--- src/rtl/debug_pkg.sv ---
// Shared constants for the debug program loader: command bytes, HALT opcode, state encodings.
package debug_pkg;

  localparam int unsigned STATE_WIDTH = 3;

  localparam logic [7:0] CMD_START        = 8'h01;
  localparam logic [7:0] CMD_CONTINUOUS   = 8'h02;
  localparam logic [7:0] CMD_STEP_BY_STEP = 8'h03;
  localparam logic [7:0] CMD_REPROGRAM    = 8'h05;
  localparam logic [7:0] CMD_STEP         = 8'h06;

  localparam logic [5:0] HALT_OPCODE = 6'h3F;

  typedef enum logic [STATE_WIDTH-1:0] {
    ST_IDLE        = 3'd0,
    ST_PROGRAMMING = 3'd1,
    ST_WAIT_MODE   = 3'd2,
    ST_RUN         = 3'd3,
    ST_STEP_MODE   = 3'd4,
    ST_DONE        = 3'd5
  } loader_state_e;

endpackage

--- src/rtl/word_assembler.sv ---
// Packs received bytes LSB-first into LEN-bit words; pulses word_valid with the completed word.
module word_assembler #(
  parameter int unsigned LEN = 32
) (
  input  logic           clk,
  input  logic           reset,
  input  logic           clear,
  input  logic           byte_valid,
  input  logic [7:0]     byte_data,
  output logic [LEN-1:0] word,
  output logic           word_valid
);

  localparam int unsigned NBYTES = LEN / 8;
  localparam int unsigned CNT_W  = (NBYTES > 1) ? $clog2(NBYTES) : 1;
  localparam int unsigned IDX_W  = CNT_W + 3;

  logic [CNT_W-1:0] byte_cnt;
  logic [LEN-1:0]   acc;
  logic [LEN-1:0]   lane_c;
  logic             last_c;

  // Partial word with the incoming byte dropped into its lane.
  always_comb begin
    lane_c = acc;
    lane_c[IDX_W'({byte_cnt, 3'b000}) +: 8] = byte_data;
    last_c = (byte_cnt == CNT_W'(NBYTES - 1));
  end

  always_ff @(posedge clk) begin
    if (reset) begin
      byte_cnt   <= '0;
      acc        <= '0;
      word       <= '0;
      word_valid <= 1'b0;
    end else if (clear) begin
      byte_cnt   <= '0;
      acc        <= '0;
      word_valid <= 1'b0;
    end else begin
      word_valid <= 1'b0;
      if (byte_valid) begin
        if (last_c) begin
          word       <= lane_c;
          word_valid <= 1'b1;
          acc        <= '0;
          byte_cnt   <= '0;
        end else begin
          acc      <= lane_c;
          byte_cnt <= byte_cnt + CNT_W'(1);
        end
      end
    end
  end

endmodule

--- src/rtl/debug_program_loader.sv ---
// Loads a program from the debug UART into instruction memory, then gates the pipeline.
// Optional byte echo to the UART transmitter: define DEBUG_PROGRAM_LOADER_ECHO_EN.
module debug_program_loader
  import debug_pkg::*;
#(
  parameter int unsigned LEN      = 32,
  parameter int unsigned ADDR_LEN = 10
) (
  input  logic                   clk,
  input  logic                   reset,
  input  logic [7:0]             rx_data,
  input  logic                   rx_done,
  input  logic                   halt_reached,
  output logic                   imem_we,
  output logic [ADDR_LEN-1:0]    imem_addr,
  output logic [LEN-1:0]         imem_data,
  output logic                   mips_enable,
  output logic                   mips_reset,
  output logic                   overflow,
  output logic [STATE_WIDTH-1:0] loader_state,
  output logic                   tx_start,
  output logic [7:0]             tx_data
);

  localparam logic [ADDR_LEN-1:0] ADDR_MAX = {ADDR_LEN{1'b1}};

  loader_state_e       state_q, state_d;
  logic [ADDR_LEN-1:0] addr_q, addr_d;
  logic                ovf_q, ovf_d;
  logic                en_q, en_d;
  logic                mrst_q, mrst_d;
  logic                clear_c;
  logic                byte_valid_c;
  logic [LEN-1:0]      wa_word;
  logic                wa_valid;

  word_assembler #(.LEN(LEN)) u_word_assembler (
    .clk        (clk),
    .reset      (reset),
    .clear      (clear_c),
    .byte_valid (byte_valid_c),
    .byte_data  (rx_data),
    .word       (wa_word),
    .word_valid (wa_valid)
  );

  always_ff @(posedge clk) begin
    if (reset) begin
      state_q <= ST_IDLE;
      addr_q  <= '0;
      ovf_q   <= 1'b0;
      en_q    <= 1'b0;
      mrst_q  <= 1'b0;
    end else begin
      state_q <= state_d;
      addr_q  <= addr_d;
      ovf_q   <= ovf_d;
      en_q    <= en_d;
      mrst_q  <= mrst_d;
    end
  end

  // Next state; mips_enable defaults low so any reset pulse also drops it.
  always_comb begin
    state_d      = state_q;
    addr_d       = addr_q;
    ovf_d        = ovf_q;
    en_d         = 1'b0;
    mrst_d       = 1'b0;
    clear_c      = 1'b0;
    byte_valid_c = 1'b0;
    unique case (state_q)
      ST_IDLE: begin
        if (rx_done && rx_data == CMD_START) begin
          state_d = ST_PROGRAMMING;
          addr_d  = '0;
          clear_c = 1'b1;
          mrst_d  = 1'b1;
        end
      end
      ST_PROGRAMMING: begin
        byte_valid_c = rx_done;
        if (wa_valid) begin
          if (wa_word[LEN-1 -: 6] == HALT_OPCODE) begin
            state_d = ST_WAIT_MODE;
            if (addr_q != ADDR_MAX) addr_d = addr_q + ADDR_LEN'(1);
          end else if (addr_q == ADDR_MAX) begin
            ovf_d   = 1'b1;
            state_d = ST_WAIT_MODE;
          end else begin
            addr_d = addr_q + ADDR_LEN'(1);
          end
        end
      end
      ST_WAIT_MODE: begin
        if (rx_done) begin
          case (rx_data)
            CMD_CONTINUOUS: begin
              state_d = ST_RUN;
              mrst_d  = 1'b1;
            end
            CMD_STEP_BY_STEP: begin
              state_d = ST_STEP_MODE;
              mrst_d  = 1'b1;
            end
            CMD_REPROGRAM: begin
              state_d = ST_PROGRAMMING;
              addr_d  = '0;
              ovf_d   = 1'b0;
              clear_c = 1'b1;
              mrst_d  = 1'b1;
            end
            default: ;
          endcase
        end
      end
      ST_RUN: begin
        if (halt_reached) state_d = ST_DONE;
        else              en_d    = 1'b1;
      end
      ST_STEP_MODE: begin
        if (rx_done && rx_data == CMD_REPROGRAM) begin
          state_d = ST_PROGRAMMING;
          addr_d  = '0;
          ovf_d   = 1'b0;
          clear_c = 1'b1;
          mrst_d  = 1'b1;
        end else if (halt_reached) begin
          state_d = ST_DONE;
        end else if (rx_done && rx_data == CMD_STEP) begin
          en_d = 1'b1;
        end
      end
      ST_DONE: begin
        if (rx_done && rx_data == CMD_REPROGRAM) begin
          state_d = ST_PROGRAMMING;
          addr_d  = '0;
          ovf_d   = 1'b0;
          clear_c = 1'b1;
          mrst_d  = 1'b1;
        end
      end
      default: state_d = ST_IDLE;
    endcase
  end

  assign imem_we      = wa_valid;
  assign imem_data    = wa_word;
  assign imem_addr    = addr_q;
  assign mips_enable  = en_q;
  assign mips_reset   = mrst_q;
  assign overflow     = ovf_q;
  assign loader_state = state_q;

`ifdef DEBUG_PROGRAM_LOADER_ECHO_EN
  // Echo every received byte back one cycle later; data holds until the next echo.
  always_ff @(posedge clk) begin
    if (reset) begin
      tx_start <= 1'b0;
      tx_data  <= '0;
    end else begin
      tx_start <= rx_done;
      if (rx_done) tx_data <= rx_data;
    end
  end
`else
  assign tx_start = 1'b0;
  assign tx_data  = '0;
`endif

endmodule

--- config.mk ---
export PLATFORM = sky130hd
export DESIGN_NAME = debug_program_loader
export DESIGN_NICKNAME = d
export VERILOG_FILES = /design/src/rtl/debug_pkg.sv /design/src/rtl/word_assembler.sv /design/src/rtl/debug_program_loader.sv
export SDC_FILE = /design/constraint.sdc
export NUM_CORES = 1
export LEC_CHECK = 0
export CAP_MARGIN = 5
export CORE_ASPECT_RATIO = 1.75
export CORE_UTILIZATION = 55
export DETAILED_ROUTE_END_ITERATION = 10
export PLACE_DENSITY = 0.91
export SYNTH_ARGS = -nofsm -noshare
export SYNTH_HDL_FRONTEND = slang
export SYNTH_SLANG_ARGS = --single-unit
--- constraint.sdc ---
create_clock -name clk -period 5.9 [get_ports clk]
set_input_delay 1.18 -clock clk [delete_from_list [all_inputs] [get_ports clk]]
set_output_delay 1.18 -clock clk [all_outputs]
set_load 0.05 [all_outputs]
Word-level counts from Yosys, hierarchy flattened
Index checks and enable logic that the tools add are counted.
{"block": "classes", "n_mux": 44, "shifts": 2, "eq_ne": 26, "add_sub_neg": 3, "n_reduce_logical": 14, "bitwise_logic": 2}
{"op": "2-to-1 mux 10 bit", "count": 8}
{"op": "case mux 10 bit (4 select lines)", "count": 1}
{"op": "bitwise mux 32 bit", "count": 1}
{"op": "2-to-1 mux 32 bit", "count": 1}
{"op": "variable shift 8 x 7 -> 32 bit, first input constant", "count": 1}
{"op": "indexed part select 8 x 7 -> 32 bit", "count": 1}
{"op": "2-to-1 mux 3 bit", "count": 8}
{"op": "2-to-1 mux 1 bit", "count": 18}
{"op": "case mux 3 bit (6 select lines)", "count": 1}
{"op": "equality test 8 x 2 -> 1 bit, second input constant", "count": 2}
{"op": "equality test 8 x 3 -> 1 bit, second input constant", "count": 2}
{"op": "inequality test 2 bit, second input constant", "count": 6}
{"op": "adder 10 x 1 -> 10 bit, second input constant", "count": 1}
{"op": "equality test 10 bit, second input constant", "count": 1}
{"op": "inequality test 10 bit, second input constant", "count": 1}
{"op": "inequality test 3 bit, second input constant", "count": 3}
{"op": "case mux 1 bit (3 select lines)", "count": 3}
{"op": "case mux 3 bit (3 select lines)", "count": 1}
{"op": "equality test 8 x 1 -> 1 bit, second input constant", "count": 1}
{"op": "AND reduction 8 bit", "count": 1}
{"op": "negator 5 -> 7 bit", "count": 1}
{"op": "AND reduction 7 bit", "count": 1}
{"op": "equality test 3 x 2 -> 1 bit, second input constant", "count": 2}
{"op": "equality test 3 bit, second input constant", "count": 2}
{"op": "other kinds (17)", "count": 23}
{"block": "totals", "ff_bits": 83, "word_cells": 100, "out_inout_bits": 58, "input_bits": 12}

Longest topological paths before layout
Gate-level depths: netlist (run 1).
{"block": "logic_depth", "word_depth": 6, "mapped_depth": 8, "ltp_nobuf": 8}

Modules after synthesis
From an unflattened synthesis (run 1), not the netlist that was laid out.
{"block": "hier_totals", "hier_cells": 452, "hier_area_um2": 4097.7}
{"module": "word_assembler", "cells_per_inst": 308, "seq_area_each_um2": 1341.3, "area_each_um2": 2916.5, "n_inst": 1}
{"module": "debug_program_loader", "cells_per_inst": 144, "seq_area_each_um2": 320.3, "area_each_um2": 1181.1, "n_inst": 1}

Worst setup path after synthesis (run 1)
Ideal clock, no wire load.
{"block": "synth_path", "path_kind": "in2reg", "startpoint": "in rx_data[6]", "endpoint": "reg addr_q[6], in the netlist imem_addr[6]", "path_buffers": 0, "setup_time_ns": 0.059, "cell_stages": 5, "arrival_time_ns": 2.815, "path_slack_ns": 3.026, "required_time_ns": 5.841, "path_cell_list": "or4_4 > or3_1 > a2111o_1 > nor3_1 > a21o_1"}
{"block": "synth_via", "elab_chain_len": 4, "word_cells_on_any_way": 8, "classes_between": "eq/ne (5); reduce/logical (3)"}
{"item": "from (decl)", "line": "debug_program_loader.sv:11", "text": "input logic [7:0] rx_data,"}
{"item": "equality test 8 x 3 -> 1 bit or equality test 8 x 1 -> 1 bit (tied branches)"}
{"item": "logical AND 1 bit, on equally long branches", "line": "debug_program_loader.sv:122, debug_program_loader.sv:135, debug_program_loader.sv:74"}
{"item": "inequality test 2 x 1 -> 1 bit (no source line) or inequality test 2 bit (tied branches)"}
{"item": "AND reduction 8 bit (no source line) (*)"}
{"item": "to (signal assigned)", "line": "debug_program_loader.sv:56", "text": "addr_q <= addr_d;"}
{"item": "to (decl)", "line": "debug_program_loader.sv:28", "text": "logic [ADDR_LEN-1:0] addr_q, addr_d;"}
Mark *: on every way between the ends. The rest lies on a longest branch, timed or not.
A chain may end at the register's enable or synchronous reset.

Worst setup path in the final report (run 1)
{"block": "layout_path", "startpoint": "in rx_data[6]", "endpoint": "reg u_word_assembler.acc[23]"}
{"block": "layout_via", "elab_chain_len": 5, "word_cells_on_any_way": 13, "classes_between": "eq/ne (2); shift (1); mux (7); reduce/logical (3)"}
{"item": "equality test 8 x 3 -> 1 bit or equality test 8 x 1 -> 1 bit (tied branches)"}
{"item": "2-to-1 mux 1 bit, or another cell as far along", "line": "debug_program_loader.sv:97", "text": "case (rx_data)"}
{"item": "2-to-1 mux 1 bit, on equally long branches"}
{"item": "case mux 1 bit (3 select lines)", "line": "debug_program_loader.sv:72", "text": "unique case (state_q)"}
{"item": "OR reduction 2 bit (no source line)"}
{"item": "to (signal assigned)", "line": "word_assembler.sv:49", "text": "acc <= lane_c;"}
{"item": "to (decl)", "line": "word_assembler.sv:19", "text": "logic [LEN-1:0] acc;"}
Several ways; a longest one is shown, not always the timed one.

==> results of run 1 <==
==> cell type report <==
| cell class | count | area (um2) |
|---|---|---|
| multi-input cells | 392 | 2232 |
| well taps | 86 | 107.6 |
| inverters | 7 | 26.28 |
| repair buffers | 63 | 623.1 |
| fillers | 594 | 2338 |
| flip-flops and latches | 83 | 1662 |
| clock inverters | 2 | 35.03 |
| clock buffers | 13 | 260.3 |
==> flip-flops by register name (all words and copies together) (netlist names), 2 cells and up <==
register	cells
loader_state	3
u_word_assembler.acc	32
imem_addr	10
u_word_assembler.word	32
u_word_assembler.byte_cnt	2
==> worst reg2reg max path, cell delays in order (launching register included) <==
cell and delay [ns]:
dfxtp_1 0.62, nor3b_2 0.86, and3_2 1.04, nor2_1 0.17, a211oi_1 0.27
==> cells by family (layout without fill, tap and decap cells) <==
logic type	Yosys count	in the layout	synth area share [%]
AND/OR/NAND/NOR	224	224	27.28
multiplexers	3	3	0.7519
buffers and inverters	52	85	7.158
flip-flops	83	83	39.94
adder cells (fa/ha/maj)	7	7	2.105
AO/OA/AOI/OAI	148	148	22.47
XOR/XNOR	1	1	0.2106
other	1	9	0.09014
==> routing by layer <==
layer / track usage, % / part of all wire (%) / up-vias
li1: - / - / 1899
met1: 30.99 / 38 / 1889
met2: 50.17 / 53 / 172
met3: 6.298 / 5.1 / 38
met4: 20.00 / 4.1 / 0
met5: 0 / 0 / -
==> report_power, final <==
group,internal [mW],switching [mW],total [mW]
logic,0.0135,0.0383,0.0519
registers,0.561,0.000132,0.561
clock network,0.348,0.209,0.557
total,0.922,0.248,1.17
==> stage by stage <==
stage,utilization (%),power [mW]
2_1_floorplan,-,0.6155
3_3_place_gp,63.84,0.6228
3_5_place_dp,63.84,0.6234
4_1_cts,67.90,1.172
5_1_grt,67.90,1.198
6_report,67.90,1.170
==> cells in the mapped netlist (3+ instances only) <==
| cell type | number | area share, % |
|---|---|---|
| clkbuf_1 | 24 | 2.2 |
| nor2b_1 | 30 | 4.5 |
| buf_2 | 4 | 0.48 |
| nor3_1 | 29 | 3.5 |
| o31ai_1 | 3 | 0.54 |
| o21ai_0 | 10 | 1.2 |
| nand2b_1 | 18 | 2.7 |
| a211oi_1 | 32 | 5.8 |
| nor4_1 | 3 | 0.45 |
| nand2_1 | 43 | 3.9 |
| clkbuf_8 | 4 | 1.3 |
| nor2_1 | 62 | 5.6 |
| or3_1 | 3 | 0.45 |
| and3_1 | 4 | 0.60 |
| dfxtp_1 | 83 | 40 |
| inv_1 | 7 | 0.63 |
| a311oi_1 | 4 | 0.84 |
| ha_1 | 7 | 2.1 |
| buf_4 | 9 | 1.6 |
| a22oi_1 | 4 | 0.72 |
| nand3_1 | 13 | 1.6 |
| a21oi_1 | 75 | 9.0 |
==> worst paths after layout <==
| kind | end | slack (ns) | cells after the start |
|---|---|---|---|
| min | u_word_assembler.acc[4] | 0.45 | 2 |
| max | u_word_assembler.acc[23] | 2.44 | 7 |
| min reg2reg | u_word_assembler.acc[4] | 0.45 | 2 |
| max reg2reg | u_word_assembler.word[10] | 2.84 | 4 |
==> flow_summary.yaml, run 1 <==
placement:
  port_buffers: 60
  postPlaceCellArea_um2: 4651
  place_ws_ns: 2.186
  dp_hpwl_mm: 7.353
  place.gp.congestion: 0.8875
  dp.cells: 631
cells_and_area:
  final_cell_mix: "dfxtp_1 (83), a21oi_1 (75), nor2_1 (62)"
  diodes: 0
  instances_no_fill: 646
  design_area_um2: 4946
  final_nets: 575
  drive_gt1_share_pct: 5.893
  areaGrowthSynthToFinish_pct: 18.89
  final_common_cell: "dfxtp_1"
worst_setup_path:
  cp.buffers_inverters: 2
  path_cells: "clkdlybuf4s50_1 > or4_4 > nor4_2 > a21oi_1 > o21ai_2 > buf_4 > nor2_1"
  path_delay_family: "simple AND/OR/NAND/NOR gates"
  cpPeakStageDelay_ns: 0.63
  reg2reg_from: "loader_state[0]"
  slowest_stage: "or4_4"
  crit_start: "rx_data[6]"
  crit_path_end_kind: "flip-flop"
  arrival_ns: 3.68
  setup.worst_path.class: "input port to flip-flop"
  crit_required_ns: 6.11
  path_max_fanout: 35
  setup.worst_path.start_class: "input port"
clock_network:
  clk_latency_ns: 0.34
  cts_resized: 0
  clockBufferDepth: 2
  cts_setup_buffers: 0
  clk_pin_slew_ns: 0.06
  postCtsHoldBufs: 0
  cts_sinks: 83
  tritoncts: "built"
  cts-root-buf: "clkbuf_16"
  htreeDepth: 3
  cts_buffers: 9
sta:
  hold_viol: 0
  slew_viol_final: 0
  skew_ns: 0.005366
  worstMarginPinSlew_ns: 1.241
  fin_ws_ns: 2.438
  setup_viol_count_final: 0
  holdWs_ns: 0.4517
  relSlewSlack_pct: 16.15
  max_clock_freq_mhz: 288.8
  fin_crit_sh_pct: 58.68
  tns_ns: 0
  min_period_ns: 3.462
  rsz0062_at_grt: "no"
routing:
  via_count: 3998
  drtPass1Iterations: 5
  vias_per_cell: 6.189
  drc: 0
  drt-initial-drc-count: 280
  wire_per_inst_um: 16.78
  postRouteWirelength_mm: 10.84
  drtAntennaViolNets: 0
die:
  start_util_pct: 57.11
  core-area_um2: 7284
  rows: 41
  dieArea_um2: 7930
  die_w_um: 67.75
  die_height_um: 117.1
  io_pins: 70
yosys:
  synth_cell_type_count: 61
  yosysSeqAreaShare_pct: 39.94
  synthArstFlopShare_pct: 0
  synth_flop_cell: "dfxtp_1"
  synth_edf_count: 0
  ys_warn_count: 0
  ys_seq_elements: 83
  synth_cells: 519
  avgSynthCellArea_um2: 8.016
  synthesis.area_um2: 4160
global_route:
  grt-ovfl-total: 0
  antenna_found_initial: 0
  grt_pass1_wl_mm: 17.30
  grt_usage_pct: 29.28
  grt_pass1_vias: 3762
  grt_max_degree: 65
min_path:
  holdCritStartpoint: "u_word_assembler.acc[4]"
  hold_path.class: "flip-flop to flip-flop"
outcome:
  outcome: "finished clean"
run:
  max_cap_viol_count: 0
pwr:
  power_density_nw_per_um2: 236.5
  ir_drop_uv: 190.8
  leakage_nw: 1.623
(Power assumes the default switching activity.)
==> inputs of run 2 (changes only) <==
Settings changed: CORE_UTILIZATION 55 to 48, PLACE_DENSITY 0.91 to 0.85.
Clock period 5.9 ns to 2.8 ns, I/O delays scaled along.
==> run 2 against run 1 <==
Final area rose by 6.8%; utilization fell by 4.8 points; worst hold slack got worse by 0.0057 ns; first-iteration DRC count rose by 32%; total power rose by 110%; worst setup slack got worse by 2.2 ns; combinational power rose to 2.6 times the previous value; routed wire length rose by 4.4%; global-route usage fell by 3.8 points; critical path type unchanged.
==> flow_summary.yaml, run 2 (synthesis results as in run 1) <==
outcome:
  outcome: "finished clean"
worst_setup_path:
  crit_end: "imem_addr[6]"
  cpPeakStageDelay_ns: 0.58
  crit_path_end_kind: "flip-flop"
  timing.rr.end: "imem_addr[2]"
  crit_start: "rx_data[6]"
  setup.worst_path.start_class: "input port"
  cp.buffers_inverters: 1
  path_cells: "clkdlybuf4s50_1 > or4_4 > or3_1 > a2111o_1 > nor3_1 > a21o_1"
  path_max_fanout: 8
  r2r_cells: 7
  r2r_slack_ns: 0.53
  reg2reg_from: "imem_addr[0]"
  path_delay_family: "simple AND/OR/NAND/NOR gates"
  arrival_ns: 2.80
  cp_num_cells: 6
  crit_required_ns: 3.08
  slowest_stage: "or4_4"
  setup.worst_path.class: "input port to flip-flop"
routing:
  drtAntennaViolNets: 0
  drtPass1Iterations: 6
  postRouteWirelength_mm: 11.32
  via_count: 4157
  wire_per_inst_um: 15.92
  drc: 0
  drt-initial-drc-count: 369
  vias_per_cell: 5.847
clock_network:
  clk_pin_slew_ns: 0.06
  cts_buffers: 9
  cts-root-buf: "clkbuf_16"
  clk_latency_ns: 0.33
  clockBufferDepth: 2
  cts_sinks: 83
  htreeDepth: 3
  cts_setup_buffers: 0
  postCtsHoldBufs: 0
  cts_resized: 0
  tritoncts: "built"
global_route:
  antenna_found_initial: 0
  grt_pass1_wl_mm: 18.22
  grt_max_degree: 33
  grt_usage_pct: 25.47
  grt_pass1_vias: 3924
  grt-ovfl-total: 0
die:
  dieArea_um2: 9058
  start_util_pct: 49.72
  io_pins: 70
  die_w_um: 72.38
  core-area_um2: 8368
  rows: 44
  die_height_um: 125.2
min_path:
  hold_path.class: "flip-flop to flip-flop"
sta:
  setup_viol_count_final: 0
  hold_viol: 0
  tns_ns: 0
  min_period_ns: 2.518
  relSlewSlack_pct: 65.94
  max_clock_freq_mhz: 397.1
  slew_viol_final: 0
  worstMarginPinSlew_ns: 0.5093
  rsz0062_at_grt: "no"
  skew_ns: 0.003822
  fin_crit_sh_pct: 89.95
cells_and_area:
  diodes: 0
  instances_no_fill: 711
  finish.utilization_pct: 63.13
  final_common_cell: "dfxtp_1"
  areaGrowthSynthToFinish_pct: 26.98
  final_cell_mix: "dfxtp_1 (83), a21oi_1 (75), nor2_1 (62)"
  drive_gt1_share_pct: 12.08
  design_area_um2: 5283
  final_nets: 610
placement:
  place.gp.congestion: 0.9135
  dp.cells: 695
  port_buffers: 60
  dp_hpwl_mm: 8.062
  postPlaceCellArea_um2: 4975
pwr:
  leakage_nw: 1.806
  ir_drop_uv: 399.5
  power_mw: 2.489
  power_density_nw_per_um2: 471.2
run:
  max_cap_viol_count: 0
==> run 2: worst min-delay path by stage <==
stage                          endpoint  cells after the start                     start
3_5_place_dp   u_word_assembler.acc[16]                      2  u_word_assembler.acc[16]
2_1_floorplan  u_word_assembler.acc[16]                      2  u_word_assembler.acc[16]
4_1_cts        u_word_assembler.acc[16]                      2  u_word_assembler.acc[16]
6_report       u_word_assembler.acc[16]                      2  u_word_assembler.acc[16]
5_1_grt         u_word_assembler.acc[0]                      2   u_word_assembler.acc[0]
3_3_place_gp    u_word_assembler.acc[7]                      2   u_word_assembler.acc[7]
==> run 2: final cells by class <==
cell class                      count  area (um2)
Fill cell                         748        3085
Multi-Input combinational cell    392        2245
Sequential cell                    83        1662
Timing Repair Buffer               98       910.9
Clock buffer                       11       242.7
Tap cell                          115       143.9
Clock inverter                      5       52.55
Inverter                            7       26.28
==> run 2: routing by layer <==
layer,vias to the layer above,wire length (um),GRT usage [%]
met5,-,0,0
met4,0,367,13.61
met3,31,672,4.351
met2,179,5923,45.08
met1,1982,4353,28.09
li1,1965,-,-
==> run 2: per-stage QoR <==
step / setup WS, ns / hold slack, ns
detailed placement: -0.2045 / 0.4414
finish: 0.2815 / 0.4461
CTS: 0.1449 / 0.4495
global route: 0.1335 / 0.4741
floorplan: 0.4534 / 0.4273
global placement: -0.01958 / 0.4317
==> run 2: worst reg2reg max path, stage by stage, from the launching register on <==
cell and delay, ns:
dfxtp_1 0.40, ha_1 0.25, and4_1 0.33, nand4_1 0.26
or2_2 0.37, a31oi_2 0.31, o21ai_0 0.15, o21ai_0 0.12
==> run 2: report_power, final <==
part	switching [mW]	internal [mW]	total, mW
sequential	0.000114	1.18	1.18
combinational	0.0888	0.0448	0.134
clock	0.464	0.710	1.17
total	0.553	1.94	2.49
